### config.mk
export PLATFORM = sky130hd
export DESIGN_NAME = ahb_arbiter_flat
export DESIGN_NICKNAME = d
export VERILOG_FILES = /design/src/rtl/ahb_arbiter_if.sv /design/src/rtl/ahb_arbiter.sv /design/src/flat_wrapper.sv
export SDC_FILE = /design/constraint.sdc
export NUM_CORES = 1
export LEC_CHECK = 0
export ABC_CLOCK_PERIOD_IN_PS = 2710
export CAP_MARGIN = 20
export CORE_MARGIN = 2
export CORE_UTILIZATION = 30
export CTS_CLUSTER_SIZE = 16
export DETAILED_ROUTE_END_ITERATION = 16
export GPL_TIMING_DRIVEN = 0
export SLEW_MARGIN = 20
export SYNTH_ARGS = -nofsm -noshare
export SYNTH_HDL_FRONTEND = slang
export SYNTH_SLANG_ARGS = --single-unit
### constraint.sdc
create_clock -name i_HCLK -period 2.71 [get_ports i_HCLK]
set_input_delay 0.542 -clock i_HCLK [delete_from_list [all_inputs] [get_ports i_HCLK]]
set_output_delay 0.542 -clock i_HCLK [all_outputs]
set_load 0.05 [all_outputs]
### src/rtl/ahb_arbiter_if.sv
// Bus-side signal bundle between AHB managers and the round-robin arbiter.
// The manager side drives requests and the muxed transfer controls; the arbiter side returns grant and ownership.
interface ahb_arbiter_if #(
  parameter int NUM_MASTERS = 4
);
  logic [NUM_MASTERS-1:0] i_HBUSREQ;
  logic [NUM_MASTERS-1:0] i_HLOCK;
  logic [1:0]             i_HTRANS;
  logic [2:0]             i_HBURST;
  logic                   i_HREADY;
  logic [NUM_MASTERS-1:0] o_HGRANT;
  logic [3:0]             o_HMASTER;
  logic [3:0]             o_HMASTER_DATA;
  logic                   o_HMASTLOCK;

  modport master (
    output i_HBUSREQ, i_HLOCK, i_HTRANS, i_HBURST, i_HREADY,
    input  o_HGRANT, o_HMASTER, o_HMASTER_DATA, o_HMASTLOCK
  );

  modport slave (
    input  i_HBUSREQ, i_HLOCK, i_HTRANS, i_HBURST, i_HREADY,
    output o_HGRANT, o_HMASTER, o_HMASTER_DATA, o_HMASTLOCK
  );
endinterface

### src/rtl/ahb_arbiter.sv
// Round-robin AHB arbiter with fixed-length burst and locked-sequence hold.
// Drives one-hot grant plus the address/data-phase owner indices for the bus muxes.
module ahb_arbiter #(
  parameter int NUM_MASTERS    = 4,
  parameter int DEFAULT_MASTER = 0
) (
  input  logic          i_HCLK,
  input  logic          i_HRESETn,
  ahb_arbiter_if.slave  bus
);
  localparam logic [NUM_MASTERS-1:0] DEF_GRANT = NUM_MASTERS'(1) << DEFAULT_MASTER;
  localparam logic [3:0]             DEF_IDX   = 4'(DEFAULT_MASTER);

  logic [NUM_MASTERS-1:0] grant_reg, grant_next;
  logic [3:0]             ptr_reg, ptr_next;
  logic [3:0]             cnt_reg, cnt_next;
  logic [3:0]             hmaster_reg;
  logic [3:0]             hmaster_data_reg;
  logic                   hmastlock_reg;

  logic [15:0] req_ext;
  logic [15:0] lock_ext;
  logic [3:0]  grant_idx;
  logic        locked;
  logic        burst_hold;
  logic        win_found;
  logic [3:0]  win_idx;

  assign req_ext  = 16'(bus.i_HBUSREQ);
  assign lock_ext = 16'(bus.i_HLOCK);

  always_comb begin
    grant_idx = DEF_IDX;
    for (int i = 0; i < NUM_MASTERS; i++) begin
      if (grant_reg[i]) grant_idx = 4'(i);
    end
  end

  assign locked = lock_ext[grant_idx];

  // Beat counter only tracks fixed-length bursts; INCR/SINGLE leave it at zero.
  always_comb begin
    cnt_next   = cnt_reg;
    burst_hold = 1'b0;
    case (bus.i_HTRANS)
      2'b10: begin
        case (bus.i_HBURST)
          3'b010, 3'b011: begin cnt_next = 4'd3;  burst_hold = 1'b1; end
          3'b100, 3'b101: begin cnt_next = 4'd7;  burst_hold = 1'b1; end
          3'b110, 3'b111: begin cnt_next = 4'd15; burst_hold = 1'b1; end
          default:        cnt_next = 4'd0;
        endcase
      end
      2'b11: begin
        if (cnt_reg != 4'd0) begin
          cnt_next   = cnt_reg - 4'd1;
          burst_hold = (cnt_reg != 4'd1);
        end
      end
      2'b01:   burst_hold = (cnt_reg != 4'd0);
      default: cnt_next = 4'd0;
    endcase
  end

  // Scan starts just after the last winner so the current owner ranks last.
  always_comb begin
    logic [4:0] cand;
    win_found = 1'b0;
    win_idx   = ptr_reg;
    cand      = 5'd0;
    for (int k = 1; k <= NUM_MASTERS; k++) begin
      cand = {1'b0, ptr_reg} + 5'(k);
      if (cand >= 5'(NUM_MASTERS)) cand = cand - 5'(NUM_MASTERS);
      if (!win_found && req_ext[cand[3:0]]) begin
        win_found = 1'b1;
        win_idx   = cand[3:0];
      end
    end
  end

  always_comb begin
    grant_next = grant_reg;
    ptr_next   = ptr_reg;
    if (!burst_hold && !locked) begin
      if (win_found) begin
        grant_next = NUM_MASTERS'(1) << win_idx;
        ptr_next   = win_idx;
      end else begin
        grant_next = DEF_GRANT;
      end
    end
  end

  always_ff @(posedge i_HCLK or negedge i_HRESETn) begin
    if (!i_HRESETn) begin
      grant_reg        <= DEF_GRANT;
      ptr_reg          <= DEF_IDX;
      cnt_reg          <= 4'd0;
      hmaster_reg      <= DEF_IDX;
      hmaster_data_reg <= DEF_IDX;
      hmastlock_reg    <= 1'b0;
    end else if (bus.i_HREADY) begin
      grant_reg        <= grant_next;
      ptr_reg          <= ptr_next;
      cnt_reg          <= cnt_next;
      hmaster_reg      <= grant_idx;
      hmaster_data_reg <= hmaster_reg;
      hmastlock_reg    <= locked;
    end
  end

  assign bus.o_HGRANT       = grant_reg;
  assign bus.o_HMASTER      = hmaster_reg;
  assign bus.o_HMASTER_DATA = hmaster_data_reg;
  assign bus.o_HMASTLOCK    = hmastlock_reg;
endmodule

### src/flat_wrapper.sv
// flat-port wrapper written by rule: the top's interface ports become plain ports
module ahb_arbiter_flat 
#(
  parameter int NUM_MASTERS    = 4,
  parameter int DEFAULT_MASTER = 0
)
  (i_HCLK, i_HRESETn, bus_i_HBUSREQ, bus_i_HLOCK, bus_i_HTRANS, bus_i_HBURST, bus_i_HREADY, bus_o_HGRANT, bus_o_HMASTER, bus_o_HMASTER_DATA, bus_o_HMASTLOCK);
  ahb_arbiter_if #(.NUM_MASTERS(NUM_MASTERS)) bus_i ();
  input  logic i_HCLK;
  input  logic i_HRESETn;
  input wire logic [$bits(bus_i.i_HBUSREQ)-1:0] bus_i_HBUSREQ;
  input wire logic [$bits(bus_i.i_HLOCK)-1:0] bus_i_HLOCK;
  input wire logic [$bits(bus_i.i_HTRANS)-1:0] bus_i_HTRANS;
  input wire logic [$bits(bus_i.i_HBURST)-1:0] bus_i_HBURST;
  input wire logic [$bits(bus_i.i_HREADY)-1:0] bus_i_HREADY;
  output wire logic [$bits(bus_i.o_HGRANT)-1:0] bus_o_HGRANT;
  output wire logic [$bits(bus_i.o_HMASTER)-1:0] bus_o_HMASTER;
  output wire logic [$bits(bus_i.o_HMASTER_DATA)-1:0] bus_o_HMASTER_DATA;
  output wire logic [$bits(bus_i.o_HMASTLOCK)-1:0] bus_o_HMASTLOCK;
  assign bus_i.i_HBUSREQ = bus_i_HBUSREQ;
  assign bus_i.i_HLOCK = bus_i_HLOCK;
  assign bus_i.i_HTRANS = bus_i_HTRANS;
  assign bus_i.i_HBURST = bus_i_HBURST;
  assign bus_i.i_HREADY = bus_i_HREADY;
  assign bus_o_HGRANT = bus_i.o_HGRANT;
  assign bus_o_HMASTER = bus_i.o_HMASTER;
  assign bus_o_HMASTER_DATA = bus_i.o_HMASTER_DATA;
  assign bus_o_HMASTLOCK = bus_i.o_HMASTLOCK;
  ahb_arbiter #(.NUM_MASTERS(NUM_MASTERS), .DEFAULT_MASTER(DEFAULT_MASTER)) u_core (.i_HCLK(i_HCLK), .i_HRESETn(i_HRESETn), .bus(bus_i));
endmodule
==> results of run 1 <==
## power by group
group          total (mW)  switching, mW  internal (mW)  leakage (nW)
combinational        2.09           1.11          0.986         0.667
clock               0.185         0.0814          0.104        0.0228
sequential          0.421         0.0772          0.344         0.206
total                2.70           1.26           1.43         0.896
## worst register-to-register path: stages (launching register included)
cell	delay [ns]
dfrtp_2	0.40
clkinvlp_4	0.13
buf_6	0.14
ha_4	0.18
xnor2_4	0.15
ha_2	0.19
a22oi_2	0.10
o21a_1	0.18
a22o_1	0.20
a21oi_2	0.07
o32a_1	0.38
o22a_1	0.23
a22o_1	0.18
## worst paths after layout
kind                                                   start  cells after the start                            to  slack, ns
worst max-delay path                       u_core.ptr_reg[1]                     12        u_core.bus.o_HGRANT[1]       0.07
worst max register to register             u_core.ptr_reg[1]                     12        u_core.bus.o_HGRANT[1]       0.07
worst min-delay path            u_core.bus.o_HMASTER_DATA[1]                      1  u_core.bus.o_HMASTER_DATA[1]       0.51
max in group asynchronous                          i_HRESETn                      1             u_core.ptr_reg[1]       1.43
min in group asynchronous                          i_HRESETn                      1  u_core.bus.o_HMASTER_DATA[1]       0.75
worst min register to register  u_core.bus.o_HMASTER_DATA[1]                      1  u_core.bus.o_HMASTER_DATA[1]       0.51
## cell type report
class                           count  area share
Inverter                           13     0.02582
Sequential cell                    17      0.1962
Timing Repair Buffer               34      0.1469
Multi-Input combinational cell    129      0.5347
Buffer                              8     0.03557
Tap cell                           70     0.04016
Clock buffer                        4     0.02065
## placed cells by master (no fill, tap or decap), drive strengths merged, types with 4 or more instances in the layout
cell / n
mux2: 6
inv: 11
clkdlybuf4s50: 23
nor2: 13
a22o: 5
a21oi: 17
conb: 4
ha: 17
nand2: 8
dfrtp: 16
buf: 18
xnor2: 6
clkbuf: 5
o21ai: 8
mux2i: 7
o21a: 4
## cells by family after synthesis
family	count (synthesis)
other	1
AOI/OAI and AO/OA	52
xor gates and xnor gates	7
DFF	17
buffers and inverters	22
and+or+nand+nor	35
adders and majority gates	17
muxes	14
## metal layers
layer  global-route usage  routed length (um)  part of all wire  up-vias
li1                     -                   -                 -      673
met1               0.1653                1583              0.45      625
met2               0.1973                1847              0.52       21
met3              0.01720                  92             0.026        2
met4              0.02924                   9            0.0025        0
met5                    0                   0                 0        -
## cell usage after synthesis, types with 2 or more instances
master,count,area [sq um]
nor2_1,12,45.04
mux2i_1,7,70.07
dfrtp_1,16,400.4
xnor2_1,6,52.55
inv_1,13,48.80
mux2_2,5,56.30
buf_4,4,30.03
o21a_1,4,30.03
nor4_1,2,12.51
nand2_1,8,30.03
a211oi_1,2,15.01
o21ai_0,6,30.03
a22o_1,5,43.79
buf_2,2,10.01
a21oi_1,17,85.08
nor3_1,2,10.01
ha_1,17,212.7
nor2b_1,2,12.51
buf_6,2,22.52
a22oi_1,2,15.01
## through the flow
| step | power (mW) | hold WS [ns] |
|---|---|---|
| after global placement | 2.032 | 0.4902 |
| after floorplan | 1.704 | 0.2464 |
| after detailed placement | 2.053 | 0.4992 |
| after CTS | 2.342 | 0.5189 |
| final | 2.698 | 0.5104 |
| after global routing | 2.926 | 0.5291 |
## repair_timing
item / CTS / global route
buffers inserted: 4 / 7
endpoints found under the setup margin: 8 / 5
pin swaps: 2 / 11
resized for setup: 6 / 29
hold buffers: 0 / 0
==> results.md, run 1 <==
* Status: complete, no violations
* Peak supply drop at 0.0006709 V
* Mapped cell area at between 0.0015 and 0.002 sq mm
* H-tree levels at 1
* Yosys warns at 0
* DR iter-0 viols at 49
* Critical Path AT at 2.78 ns
* Post-synthesis mux area share at 0.1062
* Fin util at 0.4325
* Max_cap viols at 0
* Post-synth cell types at 51
* Simple-gate share of the synthesized area at 0.1183
* Worst-Margin Slew at 0.7721 ns
* Synth Area in XOR/XNOR at 0.03971
* Antenna cells at 0
* Final hold violation count at 0
* Synth Register Bits at 17
* Final wirelength at 3533 um
* Boundary Pins at 29
* Post-synth ARST share at 1.000
* Skew final at ~0.00097 ns
* Maximum clock path buffer count at 2
* Main combinational cell family by area after synthesis: compound AO/OA/AOI/OAI gates
* Synth Area in Adders at 0.1378
* Routed vias at 1321
* Place WS at -0.2657 ns
* Register area at 427.9 sq um
* Nets at between 200 and 250
* Non-Filler Instances at 275
* Syn_area_per_cell at 9.357 sq um
* Period utilization at 0.9741
* Placed cell count at 261
* Clock Latency Late Sink at 0.24 ns
* Vias in the first global route at 1234
* Bufs and invs on worst path at 2
* Root Buffer Master: clkbuf_8
* Multi-input gate area at ~0.0012 sq mm
* Initial antenna violation count at 0
* Max Clock Freq at around 380 MHz
* Complex-gate fraction of the synthesized area at 0.2382
* Area Overhead vs Synth at 41.25%
* Remaining global-route overflow at 0
* PD cells at around 1200 mW/mm^2
* Tot GR Track Use at 0.1198
* Worst setup EP type: flop
* Clock tree from TritonCTS: built
* WL per Instance at 12.85 um
* Delay-heaviest family, CP: compound AO/OA/AOI/OAI gates
* Share of layout cells above drive strength 1 at 0.2976
* Syn Inst Count at between 150 and 200
* TritonRoute pass-1 iters at 4
* DRC violations left at 0
* Dominant synthesized flop cell: dfrtp_1
* Routed Antenna Nets at 0
* Clk sinks at 17
* Slowest CP cell: dfrtp_2
* Worst-path fanout max at 4
* Die height at ~76 um
* Post-DP HPWL at ~2500 um
* Total negative slack at 0 ns
* Die ar. at 0.005737 sq mm
* Cells along the critical path: clkinvlp_4 > buf_6 > ha_4 > xnor2_4 > ha_2 > a22oi_2 > o21a_1 > a22o_1 > a21oi_2 > o32a_1 > o22a_1 > a22o_1
* GPL Wtd Cong at between 0.8 and 0.9
* Fill count at 486
* Pleak at 0.8959 nW
* TritonCTS Buffers at 3
* Slew headroom at 0.4837
* Slowest stage delay, CP at 0.40 ns
* Register area share after synthesis at 0.2763
* Post-synth EDFFs at 0
* Final setup vio count at 0
* IO buf count at 23
* Crit start category: flop
* Final WS setup at roughly 0.07 ns
* Min-delay worst type: flop to flop
* Setup Crit Path Kind: flop to flop
* Required time of the critical path at 2.85 ns
* Starting density of the core at 0.3062
* Pins Over Slew Limit at 0
* First-pass GRT wire length at 5430 um
* Clock transition at path regs at about 0.060 ns
* Die W at about 76 um
* # rows at 26
* Vias per inst at 4.804
* Core Region at 0.005042 sq mm
* Most used cell, CP: a22o_1
* RSZ-0062 raised after global routing: yes
* Largest net degree at the start of global routing at 18
* Fin area at 0.002181 sq mm
* Post-layout min period at 2.640 ns
* Dpl cell area at 0.001873 sq mm
Note: power is estimated with default switching activity, not from simulation.
==> inputs of run 2 (changes only) <==
--- a/config.mk
+++ b/config.mk
@@ -7,11 +7,12 @@
 export LEC_CHECK = 0
 export ABC_CLOCK_PERIOD_IN_PS = 2710
 export CAP_MARGIN = 20
-export CORE_MARGIN = 2
+export CORE_MARGIN = 4
 export CORE_UTILIZATION = 30
 export CTS_CLUSTER_SIZE = 16
 export DETAILED_ROUTE_END_ITERATION = 16
 export GPL_TIMING_DRIVEN = 0
+export SKIP_CTS_REPAIR_TIMING = 1
 export SLEW_MARGIN = 20
 export SYNTH_ARGS = -nofsm -noshare
 export SYNTH_HDL_FRONTEND = slang
==> run 2 against run 1 <==
Compared with the run above:
- first-iteration DRC count is 35% lower
- combinational power hardly changed
- maximum frequency is 0.86% lower
- wire length is 0.57% higher
- sequential power hardly changed
- clock skew hardly changed
- hold slack worse by 0.0061 ns
- clock-buffer cell count is 1 lower
- sequential share of layout area is 0.066 points lower
- design area is 0.63% higher
- final cell count is 0.36% higher
- worst setup slack worse by 0.023 ns
- critical path type unchanged
- critical endpoint unchanged
==> results.md, run 2 (synthesis results as in run 1) <==
* Status: complete, no violations
* WL per Instance at 12.87 um (+0.20%)
* Die height at 79.74 um (+5.3%)
* Slowest stage delay, CP at 0.40 ns (about the same)
* Setup Crit Path Kind: flop to flop
* Most frequent cells in the layout: clkdlybuf4s50_1 (23), buf_4 (18), dfrtp_1 (14), a21oi_1 (13), nor2_1 (12)
* Routed Antenna Nets at 0 (unchanged)
* Antenna cells at 0 (unchanged)
* Required time of the critical path at 2.85 ns (about the same)
* Place WS at -0.3124 ns (-0.04675 ns)
* Worst-path fanout max at 6 (+2)
* Die W at 79.74 um (+5.3%)
* Maximum clock path buffer count at 2 (unchanged)
* Min-delay worst type: flop to flop
* Total negative slack at 0 ns (unchanged)
* TritonCTS Buffers at 3 (unchanged)
* Clock transition at path regs at 0.07 ns (about the same)
* DRC violations left at 0 (unchanged)
* Core Region at 0.004848 sq mm (-3.8%)
* Bufs and invs on worst path at 1 (-1)
* Initial antenna violation count at 0 (unchanged)
* IO buf count at 23 (unchanged)
* TritonRoute pass-1 iters at 4 (unchanged)
* Worst setup EP type: flop
* Most used cell, CP: a22o_1
* Nets at 243 (+1.7%)
* Worst-Margin Slew at 0.7459 ns (-0.02621 ns)
* Die ar. at 0.006358 sq mm (+11%)
* Root Buffer Master: clkbuf_8
* Area Overhead vs Synth at 42.14%
* Critical Path AT at 2.80 ns (+0.02 ns)
* Fill count at 458 (-5.8%)
* Delay-heaviest family, CP: compound AO/OA/AOI/OAI gates
* Post-layout total power at 2.679 mW (-0.70%)
* Tot GR Track Use at 0.1032 (-0.01660)
* Max Clock Freq at 375.5 MHz (-0.86%)
* Cells along the critical path: clkinvlp_4 > ha_4 > a21oi_4 > xnor2_2 > ha_2 > a22oi_2 > o21a_1 > a22o_1 > a21oi_1 > o32a_1 > o22a_1 > a22o_1
* Crit start category: flop
* Routed vias at 1332 (+0.83%)
* First-pass GRT wire length at 5382 um (-0.88%)
* Clock tree from TritonCTS: built
* Final setup vio count at 0 (unchanged)
* Clk sinks at 17 (unchanged)
* H-tree levels at 1 (unchanged)
* Slowest CP cell: dfrtp_2
* Vias in the first global route at 1141 (-7.5%)
* Skew final at 0.001124 ns (+0.0001544 ns)
* Post-layout min period at 2.663 ns (+0.02296 ns)
* Pleak at 0.9117 nW (+1.8%)
* Register area at 429.2 sq um (+0.29%)
* PD cells at 1221 mW/mm^2 (-1.3%)
* Peak supply drop at 0.0005091 V (-24%)
* Vias per inst at 4.826 (+0.47%)
* Multi-input gate area at 0.001161 sq mm (-0.43%)
* Worst hold margin at 0.5044 ns (-0.006080 ns)
* Starting density of the core at 0.3185 (+0.01225)
* Largest net degree at the start of global routing at 18 (unchanged)
* Remaining global-route overflow at 0 (unchanged)
* Slew headroom at 0.5012 (+0.01753)
* Final hold violation count at 0 (unchanged)
* Boundary Pins at 29 (unchanged)
* DR iter-0 viols at 32 (-35%)
* Final wirelength at 3553 um (+0.57%)
* Period utilization at 0.9826 (+0.008474)
* Pins Over Slew Limit at 0 (unchanged)
* Commonest non-fill, non-tap cell in the layout: clkdlybuf4s50_1
* RSZ-0062 raised after global routing: yes
* GPL Wtd Cong at 0.8351 (-2.1%)
* Clock Latency Late Sink at 0.25 ns (about the same)
* Share of layout cells above drive strength 1 at 0.3206 (+0.02301)
* # rows at 25 (-3.8%)
* Max_cap viols at 0 (unchanged)
* Post-DP HPWL at 2567 um (+4.1%)
* Final WS setup at 0.04723 ns (-0.02296 ns)
* Reg2Reg Setup Slack at 0.05 ns (-0.02 ns)
==> run 2: final cells by class <==
cell class              instances  area share
multi-input cells             129      0.5291
repair buffers                 37      0.1528
flip-flops and latches         17      0.1956
clock buffers                   3     0.01881
plain buffers                   9     0.03763
inverters                      13     0.02566
clock inverters                 1    0.002281
well taps                      67     0.03820
==> run 2: final timing paths <==
kind | start | endpoint | cells after the start
setup / recovery | u_core.ptr_reg[1] | u_core.bus.o_HGRANT[1] | 12
hold / removal | u_core.bus.o_HMASTER_DATA[0] | u_core.bus.o_HMASTER_DATA[0] | 1
setup reg to reg | u_core.ptr_reg[1] | u_core.bus.o_HGRANT[1] | 12
hold reg to reg | u_core.bus.o_HMASTER_DATA[0] | u_core.bus.o_HMASTER_DATA[0] | 1
max in group asynchronous | i_HRESETn | u_core.ptr_reg[2] | 1
min in group asynchronous | i_HRESETn | u_core.cnt_reg[3] | 1
==> run 2: power by group <==
part / total, mW / leakage, nW / internal (mW) / switching, mW
sequential: 0.422 / 0.204 / 0.344 / 0.0783
combinational: 2.07 / 0.682 / 0.968 / 1.10
clock: 0.188 / 0.0255 / 0.102 / 0.0863
total: 2.68 / 0.912 / 1.41 / 1.27
==> run 2: layer usage <==
metal | vias up | track usage | wire length [um]
met4 | 0 | 0.01520 | 0
met2 | 22 | 0.1778 | 1799
met5 | - | 0 | 0
met1 | 635 | 0.1361 | 1652
met3 | 0 | 0.02032 | 102
li1 | 675 | - | -
==> run 2: metrics by stage <==
stage | utilization | cell area, sq um | cells
4_1_cts | 0.3951 | 1916 | 262
6_report | 0.4526 | 2195 | 276
5_1_grt | 0.4526 | 2195 | 276
2_1_floorplan | - | 1555 | 168
3_5_place_dp | 0.3855 | 1869 | 258
3_3_place_gp | 0.3855 | 1869 | 258
==> inputs of run 3 (changes only) <==
--- a/config.mk
+++ b/config.mk
@@ -5,13 +5,15 @@
 export SDC_FILE = /design/constraint.sdc
 export NUM_CORES = 1
 export LEC_CHECK = 0
+export ABC_AREA = 1
 export ABC_CLOCK_PERIOD_IN_PS = 2710
 export CAP_MARGIN = 20
 export CORE_MARGIN = 4
-export CORE_UTILIZATION = 30
+export CORE_UTILIZATION = 47
 export CTS_CLUSTER_SIZE = 16
 export DETAILED_ROUTE_END_ITERATION = 16
 export GPL_TIMING_DRIVEN = 0
+export PLACE_DENSITY = 0.76
 export SKIP_CTS_REPAIR_TIMING = 1
 export SLEW_MARGIN = 20
 export SYNTH_ARGS = -nofsm -noshare
==> run 3 against run 2 <==
Compared with the run above:
- final cell count rose by 6.5%
- maximum frequency rose by 7.0%
- die area fell by 34%
- sequential share of layout area rose by 3.6 points
- clock skew rose by 0.0033 ns
- non-clock buffer count fell by 17
- clock-buffer cell count did not move
- utilization rose by 15 points
- global-route usage rose by 5.4 points
- synthesized area fell by 1.7%
- critical path type unchanged
- via count rose by 4.2%
- hold slack got worse by 0.024 ns
==> results.md, run 3 <==
* Die W at 64.83 um (-19%)
* Slew headroom at 0.4996 (-0.001547)
* Routed Antenna Nets at 0 (unchanged)
* Setup Crit Path Kind: flop to flop
* TritonRoute pass-1 iters at 4 (unchanged)
* Die ar. at 0.004202 sq mm (-34%)
* Die height at 64.83 um (-19%)
* Clk sinks at 17 (unchanged)
* Share of layout cells above drive strength 1 at 0.1640 (-0.1566)
* Period utilization at 0.9183 (-0.06427)
* Synth Register Bits at 17 (unchanged)
* Register area share after synthesis at 0.2811 (+0.004784)
* WL per Instance at 10.37 um (-19%)
* Root Buffer Master: clkbuf_4
* Yosys warns at 0 (unchanged)
* Synth Area in XOR/XNOR at 0.02308 (-0.01663)
* Dominant synthesized flop cell: dfrtp_1
* Required time of the critical path at 2.93 ns (+0.08 ns)
* RSZ-0062 raised after global routing: no
* Boundary Pins at 29 (unchanged)
* Initial antenna violation count at 0 (unchanged)
* Top cells by area, synth: dfrtp_1 (26%), nand2_1 (17%), ha_1 (14%), nand3_1 (4.9%), inv_1 (4.5%)
* Mapped cell area at 0.001518 sq mm (-1.7%)
* Maximum clock path buffer count at 2 (unchanged)
* # rows at 20 (-20%)
* Top post-synthesis cells by count: nand2_1 (69), inv_1 (18), ha_1 (17), nor2_1 (17), dfrtp_1 (16)
* Fin area at 0.001851 sq mm (-16%)
* Min-delay worst type: flop to flop
* Clock tree from TritonCTS: built
* Largest net degree at the start of global routing at 18 (unchanged)
* IO buf count at 23 (unchanged)
* GPL Wtd Cong at 0.8265 (-1.0%)
* Status: complete, no violations
* Clock transition at path regs at 0.10 ns (+0.03 ns)
* Yosys top cell by area: dfrtp_1
* Routed vias at 1388 (+4.2%)
* Syn Inst Count at 219 (+33%)
* Worst hold margin at 0.4803 ns (-0.02403 ns)
* DR iter-0 viols at 51 (+59%)
* Antenna cells at 0 (unchanged)
* Skew final at 0.004404 ns (+0.003281 ns)
* Pleak at 0.9872 nW (+8.3%)
* First-pass GRT wire length at 5319 um (-1.2%)
* Synth Area in Adders at 0.1401 (+0.002385)
* Peak supply drop at 0.0002667 V (-48%)
* Worst-Margin Slew at 0.7482 ns (+0.002314 ns)
* Dpl cell area at 0.001814 sq mm (-2.9%)
* Max_cap viols at 0 (unchanged)
* Synth top area share at 0.2638 (+0.004489)
* Nets at 284 (+17%)
* TritonCTS Buffers at 3 (unchanged)
* Main combinational cell family by area after synthesis: simple AND/OR/NAND/NOR gates
* Commonest non-fill, non-tap cell in the layout: nand2_1
* Post-layout min period at 2.489 ns (-0.1742 ns)
* Worst setup EP type: flop
* Post-DP HPWL at 2417 um (-5.8%)
* Vias per inst at 4.721 (-2.2%)
* Worst-path fanout max at 8 (+2)
* Simple-gate share of the synthesized area at 0.3570 (+0.2387)
* Pins Over Slew Limit at 0 (unchanged)
* Area Overhead vs Synth at 21.93%
* Total negative slack at 0 ns (unchanged)
* Final hold violation count at 0 (unchanged)
* Tot GR Track Use at 0.1570 (+0.05373)
* PD cells at 303.1 mW/mm^2 (-75%)
* Starting density of the core at 0.4931 (+0.1746)
* Critical Path AT at 2.71 ns (-0.09 ns)
* Syn_area_per_cell at 6.930 sq um (-26%)
* Most frequent cell after synthesis: nand2_1
* Core Region at 0.003078 sq mm (-37%)
* Post-synthesis mux area share at 0 (-0.1062)
* DRC violations left at 0 (unchanged)
* Final wirelength at 3050 um (-14%)
* H-tree levels at 1 (unchanged)
* Post-synth EDFFs at 0 (unchanged)
* Post-synth ARST share at 1.000 (unchanged)
* Final setup vio count at 0 (unchanged)
* Remaining global-route overflow at 0 (unchanged)
* Most frequent cells in the layout: nand2_1 (69), clkdlybuf4s50_1 (23), inv_1 (18), nor2_1 (17), ha_1 (17)
* Clock Latency Late Sink at 0.29 ns (+0.04 ns)
* Complex-gate fraction of the synthesized area at 0.09810 (-0.1401)
* Crit start category: flop
* Vias in the first global route at 1256 (+10%)
* Post-synth cell types at 29 (-43%)
* Max Clock Freq at 401.8 MHz (+7.0%)
## run 3: cell count changes after synthesis, moves of 7 or more
cell	previous run	this run
a21oi_1	17	5
nand2_2	0	7
mux2i_1	7	0
inv_2	0	9
nand2_1	8	69
nand3_1	1	15
## run 3: power by group
part | total [mW] | internal [mW] | switching, mW
clock network | 0.138 | 0.0549 | 0.0827
registers | 0.281 | 0.269 | 0.0121
logic | 0.143 | 0.0557 | 0.0869
## run 3: routing by layer
metal	wire length (um)	part of all wire	track usage
met5	0	0	0
met4	0	0	0.02375
met1	1544	0.51	0.2256
met3	163	0.053	0.02773
met2	1342	0.44	0.2503
## run 3: cell type report
cell class / instances / area, sq um
Fill cell: 302 / 1227
Multi-Input combinational cell: 171 / 953.4
Sequential cell: 17 / 427.9
Timing Repair Buffer: 24 / 237.7
Inverter: 29 / 111.4
Tap cell: 44 / 55.05
Buffer: 5 / 37.54
Clock buffer: 3 / 22.52
Clock inverter: 1 / 5.005
## run 3: kinds of logic after synthesis
family | Yosys count
AOI/OAI and AO/OA | 27
xor gates and xnor gates | 4
adders and majority gates | 17
buffers and inverters | 34
DFF | 17
other | 1
and+or+nand+nor | 119
## run 3: worst paths after layout
path	startpoint	end	slack (ns)	cells after the start
worst min-delay path	u_core.bus.o_HMASTER_DATA[1]	u_core.bus.o_HMASTER_DATA[1]	0.48	2
worst min register to register	u_core.bus.o_HMASTER_DATA[1]	u_core.bus.o_HMASTER_DATA[1]	0.48	2
max in group asynchronous	i_HRESETn	u_core.ptr_reg[1]	1.52	1
worst max register to register	u_core.ptr_reg[2]	u_core.bus.o_HGRANT[1]	0.22	13
min in group asynchronous	i_HRESETn	u_core.bus.o_HMASTER[1]	0.68	1
worst max-delay path	u_core.ptr_reg[2]	u_core.bus.o_HGRANT[1]	0.22	13
## run 3: per-stage QoR
| stage | utilization | std cells | worst slack (ns) | total power, mW |
|---|---|---|---|---|
| after CTS | 0.5984 | 293 | 0.1058 | 0.5630 |
| after global routing | 0.6012 | 294 | 0.0001077 | 0.5981 |
| after global placement | 0.5894 | 289 | 0.1613 | 0.4224 |
| final | 0.6012 | 294 | 0.2214 | 0.5610 |
| after detailed placement | 0.5894 | 289 | 0.1354 | 0.4257 |
| after floorplan | - | 222 | 0.4611 | 0.3741 |
## run 3: critical path, cell delays in order, from the launching register on
cell	delay (ns)
dfrtp_1	0.51
ha_1	0.29
xnor2_1	0.24
ha_1	0.28
or2_2	0.31
nand2_1	0.07
nand2_1	0.11
nand2_4	0.11
nor2_1	0.06
nand2_1	0.07
nand2_2	0.06
inv_2	0.12
nand2_1	0.08
o22ai_1	0.10
